===== config.mk =====
export PLATFORM = sky130hd
export DESIGN_NAME = loop_iter_gen
export DESIGN_NICKNAME = d
export VERILOG_FILES = /design/src/rtl/loop_iter_gen.sv
export SDC_FILE = /design/constraint.sdc
export NUM_CORES = 1
export LEC_CHECK = 0
export BUFFER_PORTS_ARGS = -buffer_cell sky130_fd_sc_hd__buf_4
export CAP_MARGIN = 20
export CELL_PAD_IN_SITES_DETAIL_PLACEMENT = 0
export CELL_PAD_IN_SITES_GLOBAL_PLACEMENT = 1
export CORE_MARGIN = 5
export CORE_UTILIZATION = 40
export DETAILED_ROUTE_END_ITERATION = 6
export PLACE_DENSITY = 0.75
export SETUP_SLACK_MARGIN = 0.05
export SLEW_MARGIN = 20
export SYNTH_ARGS = -nofsm -noshare
export SYNTH_HDL_FRONTEND = slang
export SYNTH_SLANG_ARGS = --single-unit

===== constraint.sdc =====
create_clock -name i_clk -period 11.4 [get_ports i_clk]
set_clock_uncertainty 0.1 [all_clocks]
set_input_delay 0.57 -clock i_clk [delete_from_list [all_inputs] [get_ports i_clk]]
set_output_delay 0.57 -clock i_clk [all_outputs]
set_load 0.01 [all_outputs]

===== src/rtl/loop_iter_gen.sv =====
// Nested loop index generator: NDEPTH counters (level 0 innermost) that step one beat per accepted handshake.
// Optional build macro LOOPGEN_BREAK_EN adds i_brk, which forces level 0 to its last index for that beat.

module loop_iter_level #(
   parameter int IDX_DW = 11
) (
   input  logic              i_clk,
   input  logic              i_rst,
   input  logic              i_clr,
   input  logic              i_load,
   input  logic              i_step,
   input  logic              i_wrap,
   input  logic [IDX_DW-1:0] i_size,
   output logic [IDX_DW-1:0] o_idx,
   output logic              o_at_last
);
   localparam logic [IDX_DW-1:0] ONE = IDX_DW'(1);

   logic [IDX_DW-1:0] size_q;
   logic [IDX_DW-1:0] last;

   // a size of 0 behaves like a size of 1
   assign last      = (size_q == '0) ? '0 : size_q - ONE;
   assign o_at_last = (o_idx == last);

   always_ff @(posedge i_clk or posedge i_rst) begin
      if (i_rst) begin
         size_q <= '0;
         o_idx  <= '0;
      end else if (i_clr) begin
         o_idx  <= '0;
      end else if (i_load) begin
         size_q <= i_size;
         o_idx  <= '0;
      end else if (i_step) begin
         o_idx  <= i_wrap ? '0 : o_idx + ONE;
      end
   end
endmodule

module loop_iter_gen #(
   parameter int NDEPTH = 3,
   parameter int IDX_DW = 11
) (
   input  logic                          i_clk,
   input  logic                          i_rst,
   input  logic                          i_start,
   input  logic                          i_clr,
`ifdef LOOPGEN_BREAK_EN
   input  logic                          i_brk,
`endif
   input  logic [NDEPTH-1:0][IDX_DW-1:0] i_loopSize,
   output logic [NDEPTH-1:0][IDX_DW-1:0] o_idx,
   output logic                          o_dval,
   input  logic                          i_rdy,
   output logic [NDEPTH-1:0]             o_loopEnd,
   output logic                          o_busy,
   output logic                          o_done
);
   localparam logic [1:0] S_IDLE = 2'd0;
   localparam logic [1:0] S_RUN  = 2'd1;
   localparam logic [1:0] S_DONE = 2'd2;

   logic [1:0]        state, state_nxt;
   logic [NDEPTH-1:0] at_last;
   logic [NDEPTH-1:0] chain;
   logic [NDEPTH-1:0] step;
   logic              run, beat, load, fin, lvl0_last;

   assign run  = (state == S_RUN);
   assign beat = run & i_rdy;
   assign load = (state == S_IDLE) & i_start & ~i_clr;
   assign fin  = beat & chain[NDEPTH-1];

`ifdef LOOPGEN_BREAK_EN
   assign lvl0_last = at_last[0] | i_brk;
`else
   assign lvl0_last = at_last[0];
`endif

   assign chain[0] = lvl0_last;
   assign step[0]  = beat & ~chain[NDEPTH-1];

   // level k advances only when every inner level is wrapping this beat
   for (genvar k = 1; k < NDEPTH; k++) begin : g_chain
      assign chain[k] = chain[k-1] & at_last[k];
      assign step[k]  = beat & ~chain[NDEPTH-1] & chain[k-1];
   end

   for (genvar k = 0; k < NDEPTH; k++) begin : g_lvl
      loop_iter_level #(.IDX_DW(IDX_DW)) u_lvl (
         .i_clk     (i_clk),
         .i_rst     (i_rst),
         .i_clr     (i_clr),
         .i_load    (load),
         .i_step    (step[k]),
         .i_wrap    (chain[k]),
         .i_size    (i_loopSize[k]),
         .o_idx     (o_idx[k]),
         .o_at_last (at_last[k])
      );
   end

   always_comb begin
      state_nxt = state;
      if (i_clr) begin
         state_nxt = S_IDLE;
      end else begin
         case (state)
            S_IDLE:  if (i_start) state_nxt = S_RUN;
            S_RUN:   if (fin) state_nxt = S_DONE;
            S_DONE:  state_nxt = S_IDLE;
            default: state_nxt = S_IDLE;
         endcase
      end
   end

   always_ff @(posedge i_clk or posedge i_rst) begin
      if (i_rst) state <= S_IDLE;
      else       state <= state_nxt;
   end

   assign o_dval    = run;
   assign o_busy    = (state != S_IDLE);
   assign o_done    = (state == S_DONE);
   assign o_loopEnd = run ? chain : '0;
endmodule


-- After elaboration in Yosys (flattened, before gate mapping)
Index checks and enable logic that the tools add are counted.
- bits in registers: 68
- output and inout bits: 39
- word-level logic and storage cells: 61
- add/subtract/negate cells: 6
- equality and inequality tests: 7
- multiplexer cells: 20
- bitwise operators: 11
- reductions and logical operators: 10
- operator list (operator ; number):
    $mux W11 ; 15
    $add A11 B1 Y11 const B ; 3
    $eq A11 B11 Y1 ; 3
    $logic_not A11 Y1 ; 3
    $sub A11 B1 Y11 const B ; 3
    $and A1 B1 Y1 ; 9
    $reduce_bool A3 Y1 ; 3
    $mux W2 ; 3
    $pmux W2 S2 ; 1
    $reduce_and A2 Y1 ; 2
    $mux W3 ; 1
    $ne A3 B2 Y1 const B ; 1
    $ne A3 B3 Y1 const B ; 1
    $eq A2 B1 Y1 const B ; 1
    $eq A2 B2 Y1 const B ; 1
    $logic_not A2 Y1 ; 1
    $not A1 Y1 ; 2
    $reduce_bool A2 Y1 ; 1

-- Longest topological paths before layout
- depth in word-level cells: 11
- gate-level depth with buffers: 13
- gate-level depth less buffers: 11

-- By module
A second synthesis with hierarchy kept.
- cell total of the unflattened synthesis: 476
- area, all modules: 4493.1 µm²
- modules (own cells, without submodules) (module ; instances ; cells each ; area an instance (µm²) ; seq. area each (µm²)):
    loop_iter_level ; 3 ; 151 ; 1436.4 ; 550.5
    loop_iter_gen ; 1 ; 23 ; 183.9 ; 50.0

-- Least setup slack after synthesis
No wires, ideal clock.
- kind: reg-to-reg
- start: reg g_lvl[0].u_lvl.size_q[2]
- end: reg g_lvl[2].u_lvl.o_idx[10]
- library setup time: 0.078 ns
- data arrival time: 3.656 ns
- required time: 11.222 ns
- path slack: 7.566 ns
- cell stages (with the launch flop): 12
- path buffers: 2
- clock period less this slack: 3.834 ns
- path through: dfrtp_1 > clkbuf_1 > or4_1 > or4_1 > xnor3_1 > o32ai_1 > nand4_1 > or2_1 > or4b_1 > buf_2 > or4_1 > a21oi_1
- longest elaborated chain between the ends: 9
- ends and longest elaborated chain (item ; line ; source):
    start: declaration ; 19 ; logic [IDX_DW-1:0] size_q;
    start signal: assignment ; 33 ; size_q <= i_size;
    $sub A11 B1 Y11 or $logic_not A11 Y1 (tied branches) ; 23 ; assign last = (size_q == '0) ? '0 : size_q - ONE;
    $mux W11 * ; 23 ;
    $eq A11 B11 Y1 * ; 24 ; assign o_at_last = (o_idx == last);
    $and A1 B1 Y1 * ; 86 ; assign chain[k] = chain[k-1] & at_last[k];
    $and A1 B1 Y1 ; 86 ;
    $mux W11 or $not A1 Y1 (tied branches) ; 36, 87 ;
    $mux W11 or $and A1 B1 Y1 (tied branches) ; 35, 87 ;
    $mux W11 or $and A1 B1 Y1 (tied branches) ; 32, 87 ;
    $mux W11 or $reduce_bool A3 Y1 (tied branches) ; - ;
    end signal: assignment ; 36 ; o_idx <= i_wrap ? '0 : o_idx + ONE;
    end: declaration ; 14 ; output logic [IDX_DW-1:0] o_idx,
Mark *: on every way between the ends. The rest lies on a longest branch, timed or not. The select of a mux whose other input is x is not followed.
A chain may end at the register's enable or synchronous reset.

-- Worst setup path after layout
Ends and elaborated chain as after synthesis.

==> results_dict.tcl <==
set metrics [dict create \
    cts_buffer_depth 2 \
    synthCells 545 \
    hold_violations 0 \
    power_switching_mw 0.259 \
    grt_pass1_wl_um 22900 \
    postLayoutCellArea_um2 5830 \
    path_max_fanout 13 \
    antenna_found_initial 0 \
    cts_tree "done" \
    portBuffers 76 \
    n_fill_cell 1179 \
    insertion_delay_ns 0.34 \
    power_density_nw_per_um2 141 \
    comb_power_share 0.243 \
    post-cts-setup-buffers 0 \
    dr.first_iter.drc_count 366 \
    pin_count 77 \
    drive_gt1_frac 0.226 \
    ir_drop_uv 62.3 \
    synth.ff_latch_count 68 \
    synth.top_cell.area_share 0.352 \
    vias 4508 \
    yosysSeqAreaShare 0.352 \
    hold_buffers 0 \
    gr-usage-all-layers 0.197 \
    ys_types 68 \
    p_leak_nw 2.54 \
    grt_max_degree 69 \
    async_reset_ff_frac 1.00 \
    avgViaCountPerCell 5.95 \
    initial_core_util 0.406 \
    power.internal_mw 0.560 \
    fmax_ghz 0.233 \
    htree_levels 3 \
    worst_pin_slew_ns 0.922 \
    syn-num-nets 589 \
    p_clk_frac 0.375 \
    row_count 40 \
    place_area_um2 5480 \
    maxSlewViolCount 0 \
    start_kind "register" \
    synth.area.top_cells "dfrtp_1, mux2_2, o21ai_0" \
    cts_made_buffers 9 \
    clk_pin_slew_ns 0.06 \
    routabilityCongestion 0.896 \
    routed_wirelength_um 13600 \
    cts_root_buf "clkbuf_16" \
    clock-sinks 68 \
    grt_pass1_vias 4417 \
    wire_per_inst_um 17.9 \
    netlist_area_um2 4840 \
    yosys_warnings 0 \
    drcViolationCount 0 \
    tns_ns 0 \
    synth-edff-count 0 \
    crit_path_end_kind "register" \
    cp.arrival_ns 4.45 \
    outcome "finished, final reports clean" \
    rsz0062_at_grt "no" \
    dpl.hpwl_um 9980 \
    post-route-min-period_ns 4.30 \
    grt-ovfl-total 0 \
    avgSynthCellArea_um2 8.88 \
    seqPwrFrac 0.382 \
    areaGrowthSynthToFinish_pct 20.5 \
    yosys.area.top_type "dfrtp_1" \
    ys.flop_type "dfrtp_1" \
    layout.nets 650 \
    critical_path_class "register to register" \
    hp-class "primary input to register" \
    maxCapViolations 0 \
    ant_nets 0 \
    fin_crit_sh 0.377 \
    cts.repair.resized 0 \
    p_sw_frac 0.317 \
    core_um2 11900 \
    max_slew_margin 0.385 \
    finalSetupViolCount 0 \
    die_area_um2 14400 \
    antenna_cells 0 \
    die_w_um 120 \
    required_ns 11.55 \
    die_y_um 120 \
    post-route-util 0.489 \
    dr.pass1.iters 4 \
]
==> power by group through the flow <==
stage / clock, mW / sequential [mW] / combinational [mW]
after floorplan: 0 / 0.293 / 0.169
after global placement: 0 / 0.316 / 0.194
after detailed placement: 0 / 0.317 / 0.197
after CTS: 0.314 / 0.313 / 0.199
after global routing: 0.323 / 0.320 / 0.224
final: 0.307 / 0.313 / 0.199
==> area by class of cell <==
type / instances / area [µm²] / share of cell area
Tap cell: 147 / 184 / 0.0316
Sequential cell: 68 / 1700 / 0.292
Multi-Input combinational cell: 424 / 2920 / 0.502
Clock inverter: 4 / 72.6 / 0.0125
Timing Repair Buffer: 78 / 606 / 0.104
Inverter: 25 / 93.8 / 0.0161
Clock buffer: 12 / 246 / 0.0423
==> worst paths after layout <==
kind	to	start	slack [ns]	depth (start not counted)
worst max-delay path	g_lvl[2].u_lvl.o_idx[10]	g_lvl[0].u_lvl.size_q[2]	7.10	9
worst min-delay path	g_lvl[1].u_lvl.size_q[7]	i_loopSize[18]	0.34	3
worst max register to register	g_lvl[2].u_lvl.o_idx[10]	g_lvl[0].u_lvl.size_q[2]	7.10	9
worst min register to register	g_lvl[1].u_lvl.size_q[10]	g_lvl[1].u_lvl.size_q[10]	0.46	1
max in group asynchronous	g_lvl[1].u_lvl.size_q[10]	i_rst	10.19	3
min in group asynchronous	g_lvl[2].u_lvl.o_idx[2]	i_rst	0.41	3
==> cells by family (layout without fill, tap and decap cells) <==
| kind of cell | count (synthesis) | after routing | synth area share |
|---|---|---|---|
| adders and majority gates | 6 | 6 | 0.0155 |
| buffers and inverters | 53 | 119 | 0.0455 |
| AOI/OAI and AO/OA | 134 | 134 | 0.195 |
| and+or+nand+nor | 227 | 227 | 0.271 |
| DFF | 68 | 68 | 0.352 |
| muxes | 33 | 33 | 0.0748 |
| xor gates and xnor gates | 24 | 24 | 0.0463 |
==> flip-flops by register name, summed over array words and instances, names as in the netlist <==
register	cells
g_lvl.u_lvl.o_idx	33
state	2
g_lvl.u_lvl.size_q	33
==> per-layer routing <==
metal	vias up	part of all wire	routed length (µm)	GRT usage
met5	-	0	0	0
li1	2176	-	-	-
met1	2216	0.49	6610	0.281
met4	0	0.015	201	0.0744
met3	12	0.042	567	0.0316
met2	104	0.46	6230	0.300
==> placed cells by master (no fill, tap or decap), drive strengths merged, types with 5 or more instances in the layout <==
| cell | Yosys | final |
|---|---|---|
| nor3 | 22 | 22 |
| clkbuf | 22 | 12 |
| and2 | 6 | 6 |
| mux2 | 25 | 25 |
| nor3b | 7 | 7 |
| nand2 | 38 | 38 |
| a21oi | 27 | 27 |
| a21o | 6 | 6 |
| nand4 | 9 | 9 |
| mux2i | 8 | 8 |
| inv | 25 | 25 |
| or4 | 10 | 10 |
| or3 | 14 | 14 |
| or2 | 10 | 10 |
| dfrtp | 68 | 68 |
| a211oi | 5 | 5 |
| buf | 6 | 78 |
| o21ai | 29 | 29 |
| nand2b | 8 | 8 |
| and3 | 14 | 14 |
| a211o | 10 | 10 |
| and4b | 5 | 5 |
| o31ai | 9 | 9 |
| nor4 | 10 | 10 |
| nand3 | 20 | 20 |
| nor2 | 33 | 33 |
| xnor2 | 13 | 13 |
| nor4b | 5 | 5 |
| xor2 | 10 | 10 |
| ha | 6 | 6 |
| o41ai | 6 | 6 |
==> per-stage QoR <==
| step | instances | hold WS (ns) | power, mW | worst slack [ns] |
|---|---|---|---|---|
| after floorplan | 545 | 0.424 | 0.462 | 7.57 |
| after global routing | 758 | 0.345 | 0.868 | 6.83 |
| final | 758 | 0.336 | 0.819 | 7.10 |
| after global placement | 741 | 0.449 | 0.510 | 7.23 |
| after CTS | 757 | 0.322 | 0.825 | 7.10 |
| after detailed placement | 741 | 0.459 | 0.514 | 7.13 |
==> Yosys cell counts, types with 3 or more instances <==
cell type / number
and4b_1: 5
dfrtp_1: 68
nor4_1: 9
inv_1: 25
nand3_1: 20
a21o_1: 6
and3b_1: 4
or2_2: 9
a211oi_1: 5
clkbuf_1: 21
nor4b_1: 5
o211ai_1: 3
o21ai_0: 29
o41ai_1: 5
and2_1: 6
nor3_1: 22
mux2i_1: 8
nor3b_1: 6
nand2_1: 38
o31ai_1: 9
a22oi_1: 3
nor2_1: 33
and3_1: 14
ha_1: 6
buf_2: 4
a211o_1: 10
nor2b_1: 3
nand2b_1: 8
a2111oi_0: 3
or3_1: 14
xnor2_1: 13
nand4_1: 9
a21oi_1: 27
o21a_1: 4
and4_1: 3
or4b_1: 4
or4_1: 9
xor2_1: 10
mux2_2: 25
==> critical path, stage by stage (launching register included) <==
cell and delay (ns):
dfrtp_1 0.46, or4_1 0.62, or4_1 0.45, xnor3_1 0.19
o32ai_1 0.32, nand4_1 0.20, or2_1 0.43, or4b_1 0.72
or4_1 0.55, a21oi_1 0.16
Power figures use the tool's default switching activity.
